**config.mk**
```make
export PLATFORM = sky130hd
export DESIGN_NAME = instruction_assembler_flat
export DESIGN_NICKNAME = d
export VERILOG_FILES = /design/src/rtl/instruction_assembler_if.sv /design/src/rtl/instruction_assembler.sv /design/src/flat_wrapper.sv
export SDC_FILE = /design/constraint.sdc
export NUM_CORES = 1
export LEC_CHECK = 0
export BUFFER_PORTS_ARGS = -buffer_cell sky130_fd_sc_hd__clkbuf_2
export CORE_MARGIN = 2
export CORE_UTILIZATION = 62
export DETAILED_ROUTE_END_ITERATION = 16
export PLACE_DENSITY = 0.82
export REMOVE_ABC_BUFFERS = 1
export SYNTH_ARGS = -nofsm -noshare
export SYNTH_HDL_FRONTEND = slang
export SYNTH_SLANG_ARGS = --single-unit
```
**constraint.sdc**
```tcl
create_clock -name clk -period 2.83 [get_ports clk]
set_clock_uncertainty 0.1 [all_clocks]
set_input_delay 0 -clock clk [delete_from_list [all_inputs] [get_ports clk]]
set_output_delay 0 -clock clk [all_outputs]
set_load 0.005 [all_outputs]
```
**src/rtl/instruction_assembler_if.sv**
```systemverilog
// Purpose: command/mode encodings and the handshake bundle for the
//          instruction assembler.
// Package instruction_assembler_pkg: 6-bit cmd codes, 4-bit addressing-mode codes.
// Interface instruction_assembler_if:
//   in_valid/in_ready/in_cmd/in_mode/in_operand  request side
//   out_valid/out_ready/out_byte/out_last        byte stream side
//   err                                          illegal cmd/mode pulse
//   modport master: request source / byte consumer; modport slave: assembler.
package instruction_assembler_pkg;
  // ALU group: the low 3 bits are the opcode 'a' field
  localparam logic [5:0] C_ORA  = 6'd0,  C_AND  = 6'd1,  C_EOR  = 6'd2,  C_ADC  = 6'd3;
  localparam logic [5:0] C_STA  = 6'd4,  C_LDA  = 6'd5,  C_CMP  = 6'd6,  C_SBC  = 6'd7;
  // c=10 group: the low 3 bits are the opcode 'a' field
  localparam logic [5:0] C_ASL  = 6'd8,  C_ROL  = 6'd9,  C_LSR  = 6'd10, C_ROR  = 6'd11;
  localparam logic [5:0] C_STX  = 6'd12, C_LDX  = 6'd13, C_DEC  = 6'd14, C_INC  = 6'd15;
  localparam logic [5:0] C_ASLA = 6'd16, C_ROLA = 6'd17, C_LSRA = 6'd18, C_RORA = 6'd19;
  localparam logic [5:0] C_BIT  = 6'd20, C_STY  = 6'd21, C_LDY  = 6'd22, C_CPY  = 6'd23;
  localparam logic [5:0] C_CPX  = 6'd24, C_JMP  = 6'd25;
  // branches in opcode order (10,30,...,F0)
  localparam logic [5:0] C_BPL  = 6'd26, C_BMI  = 6'd27, C_BVC  = 6'd28, C_BVS  = 6'd29;
  localparam logic [5:0] C_BCC  = 6'd30, C_BCS  = 6'd31, C_BNE  = 6'd32, C_BEQ  = 6'd33;
  localparam logic [5:0] C_BRK  = 6'd34, C_JSR  = 6'd35, C_RTI  = 6'd36, C_RTS  = 6'd37;
  localparam logic [5:0] C_PHP  = 6'd38, C_PLP  = 6'd39, C_PHA  = 6'd40, C_PLA  = 6'd41;
  localparam logic [5:0] C_DEY  = 6'd42, C_TAY  = 6'd43, C_INY  = 6'd44, C_INX  = 6'd45;
  localparam logic [5:0] C_CLC  = 6'd46, C_SEC  = 6'd47, C_CLI  = 6'd48, C_SEI  = 6'd49;
  localparam logic [5:0] C_TYA  = 6'd50, C_CLV  = 6'd51, C_CLD  = 6'd52, C_SED  = 6'd53;
  localparam logic [5:0] C_TXA  = 6'd54, C_TXS  = 6'd55, C_TAX  = 6'd56, C_TSX  = 6'd57;
  localparam logic [5:0] C_DEX  = 6'd58, C_NOP  = 6'd59;

  localparam logic [3:0] M_IMPL = 4'd0,  M_A    = 4'd1,  M_IMM  = 4'd2,  M_ZPG  = 4'd3;
  localparam logic [3:0] M_ZPGX = 4'd4,  M_ZPGY = 4'd5,  M_XIND = 4'd6,  M_INDY = 4'd7;
  localparam logic [3:0] M_REL  = 4'd8,  M_ABS  = 4'd9,  M_ABSX = 4'd10, M_ABSY = 4'd11;
  localparam logic [3:0] M_IND  = 4'd12;
endpackage

interface instruction_assembler_if;
  logic        in_valid;
  logic        in_ready;
  logic [5:0]  in_cmd;
  logic [3:0]  in_mode;
  logic [15:0] in_operand;
  logic        out_valid;
  logic        out_ready;
  logic [7:0]  out_byte;
  logic        out_last;
  logic        err;

  modport master (
    output in_valid, in_cmd, in_mode, in_operand, out_ready,
    input  in_ready, out_valid, out_byte, out_last, err
  );

  modport slave (
    input  in_valid, in_cmd, in_mode, in_operand, out_ready,
    output in_ready, out_valid, out_byte, out_last, err
  );
endinterface

```
**src/rtl/instruction_assembler.sv**
```systemverilog
// Purpose: turns a (cmd, addressing mode, operand) request into the 6502
//          machine-code byte stream: opcode, then 0-2 operand bytes, little-endian.
// Ports:
//   clk   system clock, rising edge
//   nrst  asynchronous active-low reset
//   bus   instruction_assembler_if.slave (request in, byte stream out, err)
// Illegal cmd/mode pairs raise err for one cycle and emit nothing.
module instruction_assembler
  import instruction_assembler_pkg::*;
(
  input logic                    clk,
  input logic                    nrst,
  instruction_assembler_if.slave bus
);

  typedef enum logic [2:0] {S_IDLE, S_CHECK, S_OP, S_LO, S_HI} state_t;

  // Returns {legal, length[1:0], opcode[7:0]}. Opcode is {a, b, c}.
  function automatic logic [10:0] lookup(input logic [5:0] cmd, input logic [3:0] mode);
    logic       ok;
    logic [7:0] op;
    logic [2:0] a;
    logic [2:0] b;
    logic [1:0] len;
    logic       xy;
    ok = 1'b0;
    op = 8'h00;
    a  = 3'd0;
    b  = 3'd0;
    case (mode)
      M_IMPL, M_A:                 len = 2'd1;
      M_ABS, M_ABSX, M_ABSY, M_IND: len = 2'd3;
      default:                     len = 2'd2;
    endcase
    if (cmd <= C_SBC) begin
      ok = 1'b1;
      case (mode)
        M_XIND:  b = 3'd0;
        M_ZPG:   b = 3'd1;
        M_IMM:   b = 3'd2;
        M_ABS:   b = 3'd3;
        M_INDY:  b = 3'd4;
        M_ZPGX:  b = 3'd5;
        M_ABSY:  b = 3'd6;
        M_ABSX:  b = 3'd7;
        default: ok = 1'b0;
      endcase
      if (cmd == C_STA && mode == M_IMM) ok = 1'b0;
      op = {cmd[2:0], b, 2'b01};
    end else if (cmd <= C_INC) begin
      a  = cmd[2:0];
      // STX/LDX index by Y where the others index by X
      xy = (a == 3'd4) || (a == 3'd5);
      case (mode)
        M_ZPG:   begin b = 3'd1; ok = 1'b1;         end
        M_ABS:   begin b = 3'd3; ok = 1'b1;         end
        M_ZPGX:  begin b = 3'd5; ok = !xy;          end
        M_ABSX:  begin b = 3'd7; ok = !xy;          end
        M_ZPGY:  begin b = 3'd5; ok = xy;           end
        M_ABSY:  begin b = 3'd7; ok = (a == 3'd5);  end
        M_IMM:   begin b = 3'd0; ok = (a == 3'd5);  end
        default: ok = 1'b0;
      endcase
      op = {a, b, 2'b10};
    end else if (cmd <= C_RORA) begin
      ok = (mode == M_IMPL) || (mode == M_A);
      op = {1'b0, cmd[1:0], 5'b01010};
    end else if (cmd <= C_CPX) begin
      case (cmd)
        C_BIT:   a = 3'd1;
        C_STY:   a = 3'd4;
        C_LDY:   a = 3'd5;
        C_CPY:   a = 3'd6;
        default: a = 3'd7;
      endcase
      case (mode)
        M_ZPG:   begin b = 3'd1; ok = 1'b1;                       end
        M_ABS:   begin b = 3'd3; ok = 1'b1;                       end
        M_IMM:   begin b = 3'd0; ok = (a >= 3'd5);                end
        M_ZPGX:  begin b = 3'd5; ok = (a == 3'd4) || (a == 3'd5); end
        M_ABSX:  begin b = 3'd7; ok = (a == 3'd5);                end
        default: ok = 1'b0;
      endcase
      op = {a, b, 2'b00};
    end else if (cmd == C_JMP) begin
      ok = (mode == M_ABS) || (mode == M_IND);
      op = (mode == M_IND) ? 8'h6C : 8'h4C;
    end else if (cmd <= C_BEQ) begin
      ok = (mode == M_REL);
      a  = 3'(cmd - C_BPL);
      op = {a, 5'b10000};
    end else if (cmd == C_JSR) begin
      ok = (mode == M_ABS);
      op = 8'h20;
    end else if (mode == M_IMPL) begin
      ok = 1'b1;
      case (cmd)
        C_BRK: op = 8'h00;  C_RTI: op = 8'h40;  C_RTS: op = 8'h60;
        C_PHP: op = 8'h08;  C_PLP: op = 8'h28;  C_PHA: op = 8'h48;  C_PLA: op = 8'h68;
        C_DEY: op = 8'h88;  C_TAY: op = 8'hA8;  C_INY: op = 8'hC8;  C_INX: op = 8'hE8;
        C_CLC: op = 8'h18;  C_SEC: op = 8'h38;  C_CLI: op = 8'h58;  C_SEI: op = 8'h78;
        C_TYA: op = 8'h98;  C_CLV: op = 8'hB8;  C_CLD: op = 8'hD8;  C_SED: op = 8'hF8;
        C_TXA: op = 8'h8A;  C_TXS: op = 8'h9A;  C_TAX: op = 8'hAA;  C_TSX: op = 8'hBA;
        C_DEX: op = 8'hCA;  C_NOP: op = 8'hEA;
        default: ok = 1'b0;
      endcase
    end
    return {ok, len, op};
  endfunction

  state_t      state_q, state_d;
  logic        in_ready_q, in_ready_d;
  logic        out_valid_q, out_valid_d;
  logic [7:0]  out_byte_q, out_byte_d;
  logic        out_last_q, out_last_d;
  logic        err_q, err_d;
  logic [7:0]  opcode_q, opcode_d;
  logic [1:0]  len_q, len_d;
  logic        legal_q, legal_d;
  logic [15:0] operand_q, operand_d;
  logic [10:0] lk;
  logic        fire_out;

  // Lookup is done on the request itself and registered at capture, so the
  // result (and err) is already stable during CHECK.
  assign lk       = lookup(bus.in_cmd, bus.in_mode);
  assign fire_out = out_valid_q && bus.out_ready;

  always_comb begin
    state_d     = state_q;
    in_ready_d  = in_ready_q;
    out_valid_d = out_valid_q;
    out_byte_d  = out_byte_q;
    out_last_d  = out_last_q;
    err_d       = 1'b0;
    opcode_d    = opcode_q;
    len_d       = len_q;
    legal_d     = legal_q;
    operand_d   = operand_q;
    case (state_q)
      S_IDLE: begin
        if (bus.in_valid && in_ready_q) begin
          state_d    = S_CHECK;
          in_ready_d = 1'b0;
          opcode_d   = lk[7:0];
          len_d      = lk[9:8];
          legal_d    = lk[10];
          operand_d  = bus.in_operand;
          err_d      = !lk[10];
        end
      end
      S_CHECK: begin
        if (legal_q) begin
          state_d     = S_OP;
          out_valid_d = 1'b1;
          out_byte_d  = opcode_q;
          out_last_d  = (len_q == 2'd1);
        end else begin
          state_d    = S_IDLE;
          in_ready_d = 1'b1;
        end
      end
      S_OP: begin
        if (fire_out) begin
          if (len_q == 2'd1) begin
            state_d = S_IDLE;
          end else begin
            state_d    = S_LO;
            out_byte_d = operand_q[7:0];
            out_last_d = (len_q == 2'd2);
          end
        end
      end
      S_LO: begin
        if (fire_out) begin
          if (len_q == 2'd2) begin
            state_d = S_IDLE;
          end else begin
            state_d    = S_HI;
            out_byte_d = operand_q[15:8];
            out_last_d = 1'b1;
          end
        end
      end
      S_HI: begin
        if (fire_out) state_d = S_IDLE;
      end
      default: state_d = S_IDLE;
    endcase
    // Leaving the byte states for IDLE closes out the instruction.
    if (state_q != S_IDLE && state_q != S_CHECK && state_d == S_IDLE) begin
      in_ready_d  = 1'b1;
      out_valid_d = 1'b0;
      out_last_d  = 1'b0;
      out_byte_d  = 8'h00;
    end
  end

  always_ff @(posedge clk or negedge nrst) begin
    if (!nrst) begin
      state_q     <= S_IDLE;
      in_ready_q  <= 1'b1;
      out_valid_q <= 1'b0;
      out_byte_q  <= 8'h00;
      out_last_q  <= 1'b0;
      err_q       <= 1'b0;
      opcode_q    <= 8'h00;
      len_q       <= 2'd0;
      legal_q     <= 1'b0;
      operand_q   <= 16'h0000;
    end else begin
      state_q     <= state_d;
      in_ready_q  <= in_ready_d;
      out_valid_q <= out_valid_d;
      out_byte_q  <= out_byte_d;
      out_last_q  <= out_last_d;
      err_q       <= err_d;
      opcode_q    <= opcode_d;
      len_q       <= len_d;
      legal_q     <= legal_d;
      operand_q   <= operand_d;
    end
  end

  assign bus.in_ready  = in_ready_q;
  assign bus.out_valid = out_valid_q;
  assign bus.out_byte  = out_byte_q;
  assign bus.out_last  = out_last_q;
  assign bus.err       = err_q;

endmodule

```
**src/flat_wrapper.sv**
```systemverilog
// flat-port wrapper written by rule: the top's interface ports become plain ports
module instruction_assembler_flat import instruction_assembler_pkg::*;
  (clk, nrst, bus_in_valid, bus_in_cmd, bus_in_mode, bus_in_operand, bus_out_ready, bus_in_ready, bus_out_valid, bus_out_byte, bus_out_last, bus_err);
  instruction_assembler_if bus_i ();
  input logic clk;
  input logic nrst;
  input wire logic [$bits(bus_i.in_valid)-1:0] bus_in_valid;
  input wire logic [$bits(bus_i.in_cmd)-1:0] bus_in_cmd;
  input wire logic [$bits(bus_i.in_mode)-1:0] bus_in_mode;
  input wire logic [$bits(bus_i.in_operand)-1:0] bus_in_operand;
  input wire logic [$bits(bus_i.out_ready)-1:0] bus_out_ready;
  output wire logic [$bits(bus_i.in_ready)-1:0] bus_in_ready;
  output wire logic [$bits(bus_i.out_valid)-1:0] bus_out_valid;
  output wire logic [$bits(bus_i.out_byte)-1:0] bus_out_byte;
  output wire logic [$bits(bus_i.out_last)-1:0] bus_out_last;
  output wire logic [$bits(bus_i.err)-1:0] bus_err;
  assign bus_i.in_valid = bus_in_valid;
  assign bus_i.in_cmd = bus_in_cmd;
  assign bus_i.in_mode = bus_in_mode;
  assign bus_i.in_operand = bus_in_operand;
  assign bus_i.out_ready = bus_out_ready;
  assign bus_in_ready = bus_i.in_ready;
  assign bus_out_valid = bus_i.out_valid;
  assign bus_out_byte = bus_i.out_byte;
  assign bus_out_last = bus_i.out_last;
  assign bus_err = bus_i.err;
  instruction_assembler u_core (.clk(clk), .nrst(nrst), .bus(bus_i));
endmodule
```
# Word-level counts from Yosys, hierarchy flattened
# Index checks and enable logic that the tools add are counted.
op_classes:
  add_sub_neg: 1
  magnitude_cmp: 6
  eq_ne: 62
  muxes: 63
  n_reduce_logical: 32
op_table:
  columns: ["op", "count"]
  rows:
  - ["8-bit case mux with 24 select lines", 1]
  - ["6-bit equality test (second input constant)", 26]
  - ["8-bit 2-to-1 mux", 14]
  - ["3-bit case mux with 4 select lines", 3]
  - ["6-bit by 5-bit equality test with 1-bit output (second input constant)", 5]
  - ["3-bit 2-to-1 mux", 9]
  - ["1-bit 2-to-1 mux", 25]
  - ["25-bit OR reduction", 1]
  - ["8-bit case mux with 3 select lines", 1]
  - ["3-bit case mux with 7 select lines", 1]
  - ["4-bit equality test (second input constant)", 5]
  - ["4-bit by 3-bit equality test with 1-bit output (second input constant)", 4]
  - ["3-bit equality test (second input constant)", 5]
  - ["3-bit by 1-bit != test with 1-bit output (second input constant)", 5]
  - ["3-bit case mux with 5 select lines", 1]
  - ["6-bit by 5-bit <= comparator with 1-bit output (second input constant)", 2]
  - ["2-bit OR reduction", 6]
  - ["3-bit != test (second input constant)", 3]
  - ["4-bit by 2-bit equality test with 1-bit output (second input constant)", 2]
  - ["1-bit case mux with 4 select lines", 2]
  - ["8-bit OR reduction", 1]
  - ["3-bit by 2-bit equality test with 1-bit output (second input constant)", 2]
  - ["6-bit by 3-bit equality test with 1-bit output (second input constant)", 1]
  - ["6-bit by 3-bit <= comparator with 1-bit output (second input constant)", 1]
  - ["25 further kinds", 38]
totals:
  regBits: 42

# Logic depth before layout (Yosys ltp)
# Gate-level depths: netlist (run 1).
logic_depth:
  depth_word: 16
  depth_mapped: 7

# Least setup slack after synthesis (run 1)
# Ideal clock, no wire load.
synth_path:
  path_kind: "flip-flop to flip-flop"
  from: "register u_core.state_q[2]"
  to: "register u_core.legal_q"
  setup_time_ns: 0.141
  t_arrival_ns: 1.506
  path_slack_ns: 1.083
  stages_incl_launch_ff: 6
  period_less_slack_ns: 1.747
  cell_sequence: "dfrtp_1 clkbuf_1 nand4b_1 a41o_1 nor4_1 a211oi_2"
synth_between:
  elab_chain_cells: 2
synth_rtl:
  columns: ["element", "line_no", "rtl"]
  rows:
  - ["from (decl)", "instruction_assembler.sv:111", "state_t state_q, state_d;"]
  - ["from (signal assigned)", "instruction_assembler.sv:212", "state_q <= state_d;"]
  - ["3-bit logical NOT", "instruction_assembler.sv:140", "case (state_q)"]
  - ["2-bit AND reduction (no source line)", null, null]
  - ["to (signal assigned)", "instruction_assembler.sv:220", "legal_q <= legal_d;"]
  - ["to (decl)", "instruction_assembler.sv:119", "logic legal_q, legal_d;"]
# No other way between the ends.
# A chain may end at the register's enable or synchronous reset.

# Worst setup path in the final report (run 1)
layout_path:
  from: "register u_core.state_q[2]"
  to: "register u_core.out_byte_q[1] (netlist: u_core.bus.out_byte[1])"
layout_between:
  elab_chain_cells: 6
  elab_cells_between_ends: 24
  cone_classes: "10 x eq/ne; 7 x mux; 7 x reduce/logical"
layout_rtl:
  columns: ["element", "line_no", "rtl"]
  rows:
  - ["3-bit equality test, or another cell as far along", "instruction_assembler.sv:140", null]
  - ["3-bit case mux with 5 select lines", "instruction_assembler.sv:140", null]
  - ["3-bit logical NOT", "instruction_assembler.sv:191", "if (state_q != S_IDLE && state_q != S_CHECK && state_d == S_IDLE) begin"]
  - ["1-bit logical AND", "instruction_assembler.sv:191", null]
  - ["3-bit by 1-bit != test with 1-bit output (no source line), or another cell as far along", null, null]
  - ["6-bit AND reduction (no source line)", null, null]
  - ["to (signal assigned)", "instruction_assembler.sv:215", "out_byte_q <= out_byte_d;"]
  - ["to (decl)", "instruction_assembler.sv:114", "logic [7:0] out_byte_q, out_byte_d;"]
# Parallel ways exist; a longest one is shown, timed or not.

==> results of run 1 <==
## cell usage in the layout, fill, tap and decap left out, types with 4 or more instances in the layout
cell                            count
sky130_fd_sc_hd__nor3_1             8
sky130_fd_sc_hd__buf_4              5
sky130_fd_sc_hd__a21oi_1           24
sky130_fd_sc_hd__clkbuf_8           5
sky130_fd_sc_hd__nand4_1            4
sky130_fd_sc_hd__nor2_1            33
sky130_fd_sc_hd__o21ai_0           21
sky130_fd_sc_hd__inv_1             10
sky130_fd_sc_hd__and3b_1            4
sky130_fd_sc_hd__o31ai_1            5
sky130_fd_sc_hd__nand2b_1           4
sky130_fd_sc_hd__o211ai_1           4
sky130_fd_sc_hd__nand3_1            4
sky130_fd_sc_hd__o221ai_1           4
sky130_fd_sc_hd__clkbuf_2          41
sky130_fd_sc_hd__dlygate4sd3_1     17
sky130_fd_sc_hd__a211oi_1           5
sky130_fd_sc_hd__mux2i_1            9
sky130_fd_sc_hd__nor2b_1            4
sky130_fd_sc_hd__a31oi_1            8
sky130_fd_sc_hd__dfrtp_1           41
sky130_fd_sc_hd__nand2_1           79
## worst max-delay path, cell delays in order, from the launching register on
cell                       delay (ps)
sky130_fd_sc_hd__dfrtp_1          490
sky130_fd_sc_hd__nand2b_1         190
sky130_fd_sc_hd__buf_4            210
sky130_fd_sc_hd__o22ai_1          670
sky130_fd_sc_hd__nand2_1          170
sky130_fd_sc_hd__o21ai_0          130
## worst min-delay path by stage
stage,from,end,slack [ps],cells after the start
2_1_floorplan,nrst,u_core.bus.err,-400,0
3_3_place_gp,bus_in_operand[6],u_core.operand_q[6],90,3
3_5_place_dp,bus_in_operand[8],u_core.operand_q[8],100,3
4_1_cts,bus_out_ready,u_core.bus.out_valid,10,4
5_1_grt,bus_out_ready,u_core.bus.out_valid,70,4
6_report,bus_out_ready,u_core.bus.out_valid,10,4
## timing repair
item | 4_1_cts | 5_1_grt
buffers inserted | 0 | 0
hold buffers | 17 | 0
endpoints found under the hold margin | 57 | 0
## cell families after synthesis
group	synth area share
adder cells (fa/ha/maj)	0.00351
AO/OA/AOI/OAI	0.250
AND/OR/NAND/NOR	0.275
XOR/XNOR	0.00921
buffers and inverters	0.0610
flip-flops	0.369
multiplexers	0.0316
## flip-flops by register name (all words and copies together), names as in the netlist
register              flops
u_core.bus.err            1
u_core.bus.in_ready       1
u_core.bus.out_byte       8
u_core.bus.out_last       1
u_core.bus.out_valid      1
u_core.legal_q            1
u_core.len_q              2
u_core.opcode_q           8
u_core.operand_q         16
u_core.state_q            3
## routing by layer
metal / vias up / routed length [um]
met3: 22 / 484
met1: 1308 / 3140
met2: 139 / 3670
met5: - / 0
li1: 1367 / -
met4: 0 / 226
## cell type report
| class | count | share of cell area |
|---|---|---|
| Clock buffer | 5 | 0.0208 |
| Multi-Input combinational cell | 282 | 0.492 |
| Tap cell | 52 | 0.0197 |
| Sequential cell | 42 | 0.318 |
| Clock inverter | 3 | 0.0132 |
| Inverter | 10 | 0.0114 |
| Timing Repair Buffer | 63 | 0.125 |
## where the power goes
part | switching, mW | internal (mW)
combinational | 0.632 | 0.447
sequential | 0.210 | 0.864
clock | 0.210 | 0.264
==> Implementation_results.wiki, run 1 <==
{| class="wikitable"
! Metric !! Value
|-
| Master cell of the clock root buffer || sky130_fd_sc_hd__clkbuf_8
|-
| Die Span X || 71.8 um
|-
| Maximum resistive drop on vdd || 0.000408 V
|-
| RSZ-0062 raised after global routing || false
|-
| DIE HEIGHT || 71.8 um
|-
| Crit path arrival time || 2140 ps
|-
| Core Footprint || 4380 sq um
|-
| Post-route design area || 3310 sq um
|-
| Dpl cell area || 3020 sq um
|-
| Met2 routing resource usage after global routing || 0.494
|-
| Number of buffers between clock root and the deepest sink || 2
|-
| Cell count after synthesis || 364
|-
| Cell accounting for the most synthesized area || sky130_fd_sc_hd__dfrtp_1
|-
| Slew margin rel. || 0.334
|-
| Clock tree from TritonCTS || built
|-
| Overall power after layout || 2.63 mW
|-
| Setup CP Type || reg -> reg
|-
| # IOs || 42
|-
| Total die area || 5160 sq um
|-
| Final Util || 0.754
|-
| Placed cell count || 432
|-
| Transition time at the pin with the least slew margin || 1000 ps
|-
| Share of synthesized area occupied by flip-flops and latches || 0.369
|-
| Average wire per cell in the routed design || 16.5 um
|-
| Worst EP required || 2940 ps
|-
| Filler-free cell count of the finished design || 457
|-
| Remaining number of nets flagged by the antenna check after routing || 0
|-
| Number of fill cells || 341
|-
| Setup tns final || 0 ps
|-
| Routability-driven placement congestion ratio || 0.967
|-
| Leading post-synthesis cells by cell area || sky130_fd_sc_hd__dfrtp_1 (36%), sky130_fd_sc_hd__nand2_1 (10%), sky130_fd_sc_hd__nor2_1 (4.3%)
|-
| Share of post-route cells with drive strength above 1 || 0.165
|-
| Cell area after synthesis || 2850 sq um
|-
| Overall Global Routing Usage || 0.301
|-
| M1 GR Usage || 0.413
|-
| Remaining Overflow, GRT || 0
|-
| CP endpoint || u_core.bus.out_byte[1]
|-
| Total half-perimeter wirelength after legalization and detailed placement || 5.10 mm
|-
| Wire length of the first global-routing pass || 12.1 mm
|-
| Area share of the largest cell type after synthesis || 0.360
|-
| Warnings, synthesis || 0
|-
| Status || finished, final reports clean
|-
| Synth-to-layout area growth || 15.9%
|-
| Count of flip-flops with a built-in enable after synthesis || 0
|-
| Pre-CTS setup slack || 835 ps
|-
| DR vias || 2836
|-
| Fraction of the cycle the final worst path needs || 0.718
|-
| Site Rows || 24
|-
| Leading register cell type out of synthesis || sky130_fd_sc_hd__dfrtp_1
|-
| Worst hold slack || 10.8 ps
|-
| Clock Sink Count || 42
|-
| Initial DRC count || 251
|-
| Clock latency on the worst-skew pair || 290 ps
|-
| Remaining routing DRC violations || 0
|-
| Most instantiated library cell after synthesis || sky130_fd_sc_hd__nand2_1
|-
| Pre-antenna DRT Iters || 5
|-
| Register cell area after layout || 1050 sq um
|-
| Number of global-route vias before repair || 2536
|-
| Final antenna diode count || 0
|-
| Final worst path period need || 2030 ps
|-
| Worst-case register-to-register setup slack || 800 ps
|-
| Least setup slack across all paths after layout || 798 ps
|-
| Resize count post-CTS || 0
|-
| Number of buffers added on ports || 41
|-
| Post-Synthesis Mean Instance Area || 7.84 sq um
|-
| Layout Nets || 434
|-
| Top achievable clock speed || 492 MHz
|-
| Worst flop-to-flop path endpoint || u_core.bus.out_byte[1]
|-
| Multi-input gate area || 1630 sq um
|-
| Number of CTS-inserted buffers || 5
|-
| Commonest cells in the synthesized netlist || sky130_fd_sc_hd__nand2_1 (79), sky130_fd_sc_hd__dfrtp_1 (41), sky130_fd_sc_hd__nor2_1 (33)
|-
| Tightest Hold Check Type || in -> reg
|-
| Kind of end point of the critical path || flop
|-
| Count of cell types in the netlist || 64
|-
| Leakage power figure || 1.52 nW
|-
| Overall routed net length || 7.52 mm
|-
| Kind of launch point of the worst setup path || flop
|-
| Met3 Track Usage GR || 0.0352
|-
| Max-cap violations || 0
|-
| Most Crowded Layer GR || met2
|-
| Reg-to-reg startpoint || u_core.state_q[2]
|-
| Max H-tree Level || 2
|-
| CP startpoint || u_core.state_q[2]
|-
| FF-to-FF path depth || 5
|-
| Power density relative to cell area || 794 nW/um^2
|-
| Count of final max-slew check failures || 0
|-
| Async set-or-reset flop fraction in the synthesized netlist || 1.00
|-
| Worst-path clk slew || 90 ps
|-
| Number of antenna violations at the first check in global routing || 0
|-
| Final-report setup violation count || 0
|-
| Maximum number of pins on one net before global-route repair || 43
|-
| Maximum fanout encountered on the critical timing path || 19
|-
| Number of register bits inferred by synthesis || 42
|-
| Final-report hold violation count || 0
|-
| DR vias/cell || 6.21
|-
| Initial Util || 0.651
|}
Note: power is estimated with default switching activity, not from simulation.
==> run 2: changes to the inputs <==
Settings changed: ABC_AREA set to 1, CORE_UTILIZATION 62 to 57, PLACE_DENSITY 0.82 to 0.76.
Clock period 2.83 ns to 2 ns, I/O delays scaled along.
==> run 2 against run 1 <==
Synthesized cell count rose by 15%. Worst setup slack got worse by 750 ps. Clock power grew 13%. First-iteration DRC count is 46% lower. Total power shrank 38%. Via count grew 4.2%. Critical path depth is 7 higher. Final area is 6.4% higher.
==> Implementation_results.wiki, run 2 <==
{| class="wikitable"
! Metric !! Value
|-
| Most instantiated library cell after synthesis || sky130_fd_sc_hd__nand2_1
|-
| Clock latency on the worst-skew pair || 290 ps
|-
| Master cell of the clock root buffer || sky130_fd_sc_hd__clkbuf_8
|-
| Combinational family with the most area after synthesis || simple AND/OR/NAND/NOR gates
|-
| Number of fill cells || 402
|-
| Maximum resistive drop on vdd || 0.000253 V
|-
| Layout Nets || 523
|-
| Commonest cells in the synthesized netlist || sky130_fd_sc_hd__nand2_1 (144), sky130_fd_sc_hd__nor2_1 (50), sky130_fd_sc_hd__inv_1 (48)
|-
| Kind of end point of the critical path || flop
|-
| Least setup slack across all paths after layout || 46.0 ps
|-
| Leading post-synthesis cells by cell area || sky130_fd_sc_hd__dfrtp_1 (37%), sky130_fd_sc_hd__nand2_1 (19%), sky130_fd_sc_hd__nor2_1 (6.7%)
|-
| Transition time at the pin with the least slew margin || 471 ps
|-
| Cell area after synthesis || 2790 sq um
|-
| DR vias/cell || 5.27
|-
| Share of synthesized area occupied by flip-flops and latches || 0.377
|-
| Clock tree from TritonCTS || built
|-
| Final worst path period need || 1950 ps
|-
| Final Util || 0.745
|-
| Leading cell type in the layout, fill and taps excluded || sky130_fd_sc_hd__nand2_1
|-
| Max FFs per register || 16
|-
| Pre-antenna DRT Iters || 5
|-
| Warnings, synthesis || 0
|-
| Parity-gate share of the synthesized area counting xor and xnor cells || 0
|-
| Clock Sink Count || 42
|-
| Average wire per cell in the routed design || 13.3 um
|-
| Initial Util || 0.590
|-
| Overall routed net length || 7.46 mm
|-
| Core Footprint || 4720 sq um
|-
| Synth Area in Compound Gates || 0.145
|-
| Number of buffers between clock root and the deepest sink || 2
|-
| Number of register bits inferred by synthesis || 42
|-
| Power density relative to cell area || 464 nW/um^2
|-
| Maximum fanout encountered on the critical timing path || 5
|-
| Synth Area in Adders || 0
|-
| Share of post-route cells with drive strength above 1 || 0.219
|-
| Status || finished, final reports clean
|-
| Total half-perimeter wirelength after legalization and detailed placement || 5.44 mm
|-
| Routability-driven placement congestion ratio || 0.952
|-
| Site Rows || 25
|-
| Cell accounting for the most synthesized area || sky130_fd_sc_hd__dfrtp_1
|-
| Setup CP Type || reg -> reg
|-
| Number of CTS-inserted buffers || 5
|-
| Remaining Overflow, GRT || 0
|-
| Number of buffers added on ports || 41
|-
| Worst EP required || 2080 ps
|-
| Top achievable clock speed || 512 MHz
|-
| Leading register cell type out of synthesis || sky130_fd_sc_hd__dfrtp_1
|-
| Pre-CTS setup slack || 13.9 ps
|-
| Overall power after layout || 1.63 mW
|-
| Met2 wirelength from detailed routing || 3.74 mm
|-
| Slew margin rel. || 0.686
|-
| Count of flip-flops with a built-in enable after synthesis || 0
|-
| Cell count after synthesis || 419
|-
| Tightest Hold Check Type || in -> reg
|-
| DR vias || 2955
|-
| Number of antenna violations at the first check in global routing || 0
|-
| Kind of launch point of the worst setup path || flop
|-
| Worst-path clk slew || 80 ps
|-
| Simple-gate share of the synthesized area || 0.386
|-
| Leakage power figure || 1.82 nW
|-
| Final antenna diode count || 0
|-
| Topmost layer with routed signal wires || met4
|-
| Overall Global Routing Usage || 0.289
|-
| Final-report setup violation count || 0
|-
| Total die area || 5470 sq um
|-
| Initial DRC count || 136
|-
| Fraction of the cycle the final worst path needs || 0.977
|-
| Wire length of the first global-routing pass || 12.2 mm
|-
| Die Span X || 73.9 um
|-
| DIE HEIGHT || 73.9 um
|-
| # IOs || 42
|-
| Remaining number of nets flagged by the antenna check after routing || 0
|-
| Max-cap violations || 0
|-
| Async set-or-reset flop fraction in the synthesized netlist || 1.00
|-
| Count of final max-slew check failures || 0
|-
| Max H-tree Level || 2
|-
| Total length of routed met3 wires || 321 um
|-
| Synth-to-layout area growth || 26.2%
|-
| Number of global-route vias before repair || 2711
|-
| Post-Synthesis Mean Instance Area || 6.65 sq um
|-
| Largest Register || u_core.operand_q
|-
| Post-Route M1 WL || 3.32 mm
|-
| Remaining routing DRC violations || 0
|-
| Most used cells in the layout excluding fill and tap cells || sky130_fd_sc_hd__nand2_1 (137), sky130_fd_sc_hd__inv_1 (48), sky130_fd_sc_hd__nor2_1 (48), sky130_fd_sc_hd__clkbuf_2 (41), sky130_fd_sc_hd__dfrtp_1 (38)
|-
| Maximum number of pins on one net before global-route repair || 29
|-
| Post-synthesis mux area share || 0
|-
| Area share of the largest cell type after synthesis || 0.368
|-
| Crit path arrival time || 2030 ps
|-
| Count of cell types in the netlist || 35
|-
| Final-report hold violation count || 0
|}
## run 2: changes by cell type in the layout (fill, tap and decap cells not counted), moves of 11 or more
cell,delta
sky130_fd_sc_hd__inv_1,+38
sky130_fd_sc_hd__nand3_1,+32
sky130_fd_sc_hd__buf_4,+11
sky130_fd_sc_hd__a21oi_1,-12
sky130_fd_sc_hd__nor2_1,+15
sky130_fd_sc_hd__nand2_1,+58
## run 2: per-layer routing
metal	vias up	global-route usage
met2	95	0.489
met1	1354	0.387
li1	1498	-
met5	-	0
met4	0	0.0869
met3	8	0.0379
## run 2: kinds of logic (layout without fill, tap and decap cells)
kind of cell,after synthesis,in the layout
AND/OR/NAND/NOR,251,254
buffers and inverters,64,136
AO/OA/AOI/OAI,62,62
flip-flops,42,42
## run 2: critical path: stages (launching register included)
cell	delay, ps
sky130_fd_sc_hd__dfrtp_2	450
sky130_fd_sc_hd__nand2_4	140
sky130_fd_sc_hd__clkinv_8	70
sky130_fd_sc_hd__nand2_1	80
sky130_fd_sc_hd__nor2_1	80
sky130_fd_sc_hd__nor3_2	170
sky130_fd_sc_hd__nand3_2	140
sky130_fd_sc_hd__nor2_4	180
sky130_fd_sc_hd__inv_4	50
sky130_fd_sc_hd__nand3_4	130
sky130_fd_sc_hd__nand2_4	110
sky130_fd_sc_hd__nand2_2	100
sky130_fd_sc_hd__o21ai_2	50
## run 2: timing repair
| item | in CTS | in global routing |
|---|---|---|
| hold buffers | 17 | 0 |
| resized for setup | 0 | 22 |
| setup endpoints to repair | 0 | 9 |
| hold endpoints to repair | 58 | 0 |
| setup buffers | 0 | 4 |
## run 2: stage by stage
step / cells / hold WS, ps / cell area (sq um) / TNS (ps)
floorplan: 409 / -396 / 2740 / -126
global placement: 529 / -122 / 3120 / 0
detailed placement: 529 / -124 / 3120 / 0
CTS: 554 / 35.3 / 3380 / 0
global route: 561 / 65.2 / 3520 / -209
finish: 561 / 44.8 / 3520 / 0
## run 2: power breakdown
| group | internal [mW] | switching, mW | total, mW | leakage (nW) |
|---|---|---|---|---|
| registers | 0.848 | 0 | 0.848 | 0.529 |
| logic | 0.0943 | 0.152 | 0.246 | 1.25 |
| clock network | 0.246 | 0.291 | 0.537 | 0.0452 |
| total | 1.19 | 0.442 | 1.63 | 1.82 |
## run 2: area by class of cell
| class | instances | area, sq um | area share |
|---|---|---|---|
| repair buffers | 74 | 495 | 0.141 |
| inverters | 54 | 218 | 0.0619 |
| clock inverters | 2 | 13.8 | 0.00391 |
| clock buffers | 6 | 72.6 | 0.0206 |
| well taps | 67 | 83.8 | 0.0238 |
| flip-flops and latches | 42 | 1060 | 0.300 |
| multi-input cells | 316 | 1580 | 0.449 |
## run 2: path summary, 6_finish.rpt
kind | from | endpoint | slack, ps | cells after the start
worst max-delay path | u_core.state_q[1] | u_core.bus.out_last | 50 | 12
worst min-delay path | bus_in_valid | u_core.bus.in_ready | 40 | 5
worst max register to register | u_core.state_q[1] | u_core.bus.out_last | 50 | 12
worst min register to register | u_core.bus.in_ready | u_core.bus.in_ready | 380 | 2
max in group asynchronous | nrst | u_core.operand_q[10] | 1150 | 3
min in group asynchronous | nrst | u_core.len_q[1] | 100 | 2
==> run 3: changes to the inputs <==
Settings changed: CORE_UTILIZATION 57 to 59, CTS_BUF_LIST set to sky130_fd_sc_hd__clkbuf_8, PLACE_DENSITY 0.76 to 0.78.
==> run 3 against run 2 <==
Clock-buffer cell count stayed put. Utilization is 3.0 points higher. Non-clock buffer count is 1 higher. Final area is 2.0% higher. Die area is 3.2% lower. First-iteration DRC count grew to 2.8 times the previous value. Register-to-register slack worse by 90 ps. Fmax is 4.4% lower. Worst hold slack better by 1.5 ps. Largest power group unchanged. Combinational power hardly changed. Global-route usage is 2.4 points higher. Via count is 12% higher. The run now ends with setup timing left.
==> Implementation_results.wiki, run 3 (same netlist as run 2, synthesis figures left out) <==
{| class="wikitable"
! Metric !! Value
|-
| Status || finished with violations
|-
| Violated checks || setup timing
|-
| Max H-tree Level || 2
|-
| Maximum number of pins on one net before global-route repair || 43
|-
| Master cell of the clock root buffer || sky130_fd_sc_hd__clkbuf_8
|-
| Tightest Hold Check Type || in -> reg
|-
| Transition time at the pin with the least slew margin || 524 ps
|-
| Clock tree from TritonCTS || built
|-
| Remaining routing DRC violations || 0
|-
| Core Footprint || 4630 sq um
|-
| Least setup slack across all paths after layout || -43.6 ps
|-
| Overall Global Routing Usage || 0.313
|-
| Final-report setup violation count || 8
|-
| CP startpoint || u_core.state_q[2]
|-
| Overall routed net length || 9.10 mm
|-
| Internal Power || 1.47 mW
|-
| RSZ-0062 raised after global routing || true
|-
| Fraction of power spent switching nets || 0.236
|-
| Total half-perimeter wirelength after legalization and detailed placement || 5.41 mm
|-
| Maximum resistive drop on vdd || 0.000280 V
|-
| Final worst path period need || 2040 ps
|-
| # IOs || 42
|-
| Overall power after layout || 1.93 mW
|-
| Die Span X || 72.7 um
|-
| Final-report hold violation count || 0
|-
| Worst EP required || 2120 ps
|-
| Final Util || 0.775
|-
| Pre-antenna DRT Iters || 6
|-
| Sequential cell fraction of total power || 0.439
|-
| Layout Nets || 524
|-
| Slew margin rel. || 0.651
|-
| Top achievable clock speed || 489 MHz
|-
| Remaining Overflow, GRT || 0
|-
| Share of post-route cells with drive strength above 1 || 0.218
|-
| Number of buffers added on ports || 41
|-
| Reg-to-reg startpoint || u_core.state_q[2]
|-
| Worst flop-to-flop path endpoint || u_core.bus.out_byte[4]
|-
| Initial DRC count || 381
|-
| Average wire per cell in the routed design || 16.6 um
|-
| Power density relative to cell area || 538 nW/um^2
|-
| Synth-to-layout area growth || 28.7%
|-
| Kind of end point of the critical path || flop
|-
| Fraction of the cycle the final worst path needs || 1.02
|-
| Wire length of the first global-routing pass || 12.8 mm
|-
| Kind of launch point of the worst setup path || flop
|-
| Number of antenna violations at the first check in global routing || 0
|-
| Crit path arrival time || 2170 ps
|-
| Clock latency on the worst-skew pair || 300 ps
|-
| Remaining number of nets flagged by the antenna check after routing || 0
|-
| Leading cell type in the layout, fill and taps excluded || sky130_fd_sc_hd__nand2_1
|-
| Maximum fanout encountered on the critical timing path || 5
|-
| Worst-path clk slew || 80 ps
|-
| Number of buffers between clock root and the deepest sink || 2
|-
| Final antenna diode count || 0
|-
| Clock network fraction of design power || 0.433
|-
| Most used cells in the layout excluding fill and tap cells || sky130_fd_sc_hd__nand2_1 (139), sky130_fd_sc_hd__inv_1 (47), sky130_fd_sc_hd__nor2_1 (47), sky130_fd_sc_hd__clkbuf_2 (41), sky130_fd_sc_hd__dfrtp_1 (40)
|-
| Count of final max-slew check failures || 0
|-
| Site Rows || 25
|-
| FF-to-FF path depth || 12
|-
| DIE HEIGHT || 72.7 um
|-
| Total die area || 5290 sq um
|-
| Initial Util || 0.602
|-
| Routability-driven placement congestion ratio || 0.986
|-
| Switching power of the nets || 0.456 mW
|-
| Largest Register || u_core.operand_q
|-
| DR vias/cell || 6.02
|-
| Worst-case register-to-register setup slack || -40 ps
|-
| Number of global-route vias before repair || 2845
|-
| Number of CTS-inserted buffers || 5
|-
| CP endpoint || u_core.bus.out_byte[4]
|-
| Setup CP Type || reg -> reg
|-
| Combinational cell fraction of total power || 0.128
|-
| Max-cap violations || 0
|-
| Setup tns final || -180 ps
|-
| Max FFs per register || 16
|-
| Leakage power figure || 1.86 nW
|-
| Clock Sink Count || 42
|-
| DR vias || 3304
|}
[run 3: cell types whose count changed in the layout (fill, tap and decap cells not counted), sizes merged]
cell | previous run | this run
bufinv | 0 | 2
buf | 16 | 17
clkinv | 3 | 1
[run 3: what timing repair did]
item / CTS / global route
endpoints found under the hold margin: 57 / 0
gates resized for setup: 0 / 25
hold buffers: 17 / 0
setup buffers: 0 / 6
endpoints found under the setup margin: 0 / 9
[run 3: stage by stage]
stage,std cells,hold slack [ps],cell area (sq um),setup WS [ps]
6_report,549,46.4,3590,-43.6
5_1_grt,549,74.4,3590,-181
4_1_cts,540,41.0,3410,20.3
3_5_place_dp,515,-11.5,3100,54.5
3_3_place_gp,515,-13.7,3100,138
2_1_floorplan,409,-396,2740,-17.7
[run 3: critical path: stages (launching register included)]
cell and delay [ps]:
sky130_fd_sc_hd__dfrtp_1 420, sky130_fd_sc_hd__inv_2 70, sky130_fd_sc_hd__nand2_4 110, sky130_fd_sc_hd__clkinv_8 80
sky130_fd_sc_hd__nand2_4 80, sky130_fd_sc_hd__nor2_4 50, sky130_fd_sc_hd__nor3_4 210, sky130_fd_sc_hd__nand3_2 140
sky130_fd_sc_hd__nor2_4 170, sky130_fd_sc_hd__inv_4 50, sky130_fd_sc_hd__nand3_4 130, sky130_fd_sc_hd__nand2_4 120
sky130_fd_sc_hd__o21ai_2 190
[run 3: power by group through the flow]
| stage | combinational, mW | sequential [mW] | clock (mW) |
|---|---|---|---|
| finish | 0.247 | 0.849 | 0.836 |
| floorplan | 0.111 | 0.866 | 0 |
| detailed placement | 0.212 | 0.865 | 0 |
| CTS | 0.239 | 0.848 | 0.822 |
| global placement | 0.212 | 0.865 | 0 |
| global route | 0.274 | 0.848 | 0.868 |
[run 3: routing by layer]
layer,vias to the layer above,routed length (um),track usage
met2,218,4680,0.569
li1,1501,-,-
met3,47,680,0.0456
met4,0,367,0.140
met1,1538,3370,0.361
met5,-,0,0
[run 3: worst min path at each step]
| stage | start | depth (start not counted) | slack, ps | end |
|---|---|---|---|---|
| after CTS | bus_in_cmd[2] | 3 | 40 | u_core.opcode_q[7] |
| after floorplan | nrst | 0 | -400 | u_core.bus.err |
| final | bus_in_cmd[2] | 3 | 50 | u_core.opcode_q[7] |
| after global placement | nrst | 2 | -10 | u_core.bus.out_valid |
| after detailed placement | nrst | 2 | -10 | u_core.bus.out_valid |
| after global routing | bus_in_cmd[2] | 3 | 70 | u_core.opcode_q[7] |
[run 3: area by class of cell]
cell class	count	area, sq um
clock buffer	6	82.6
tap	54	67.6
multi-input combinational	316	1600
clock inverter	2	60.1
sequential	42	1050
fill	327	1040
inverter	54	218
timing repair buffer	75	503
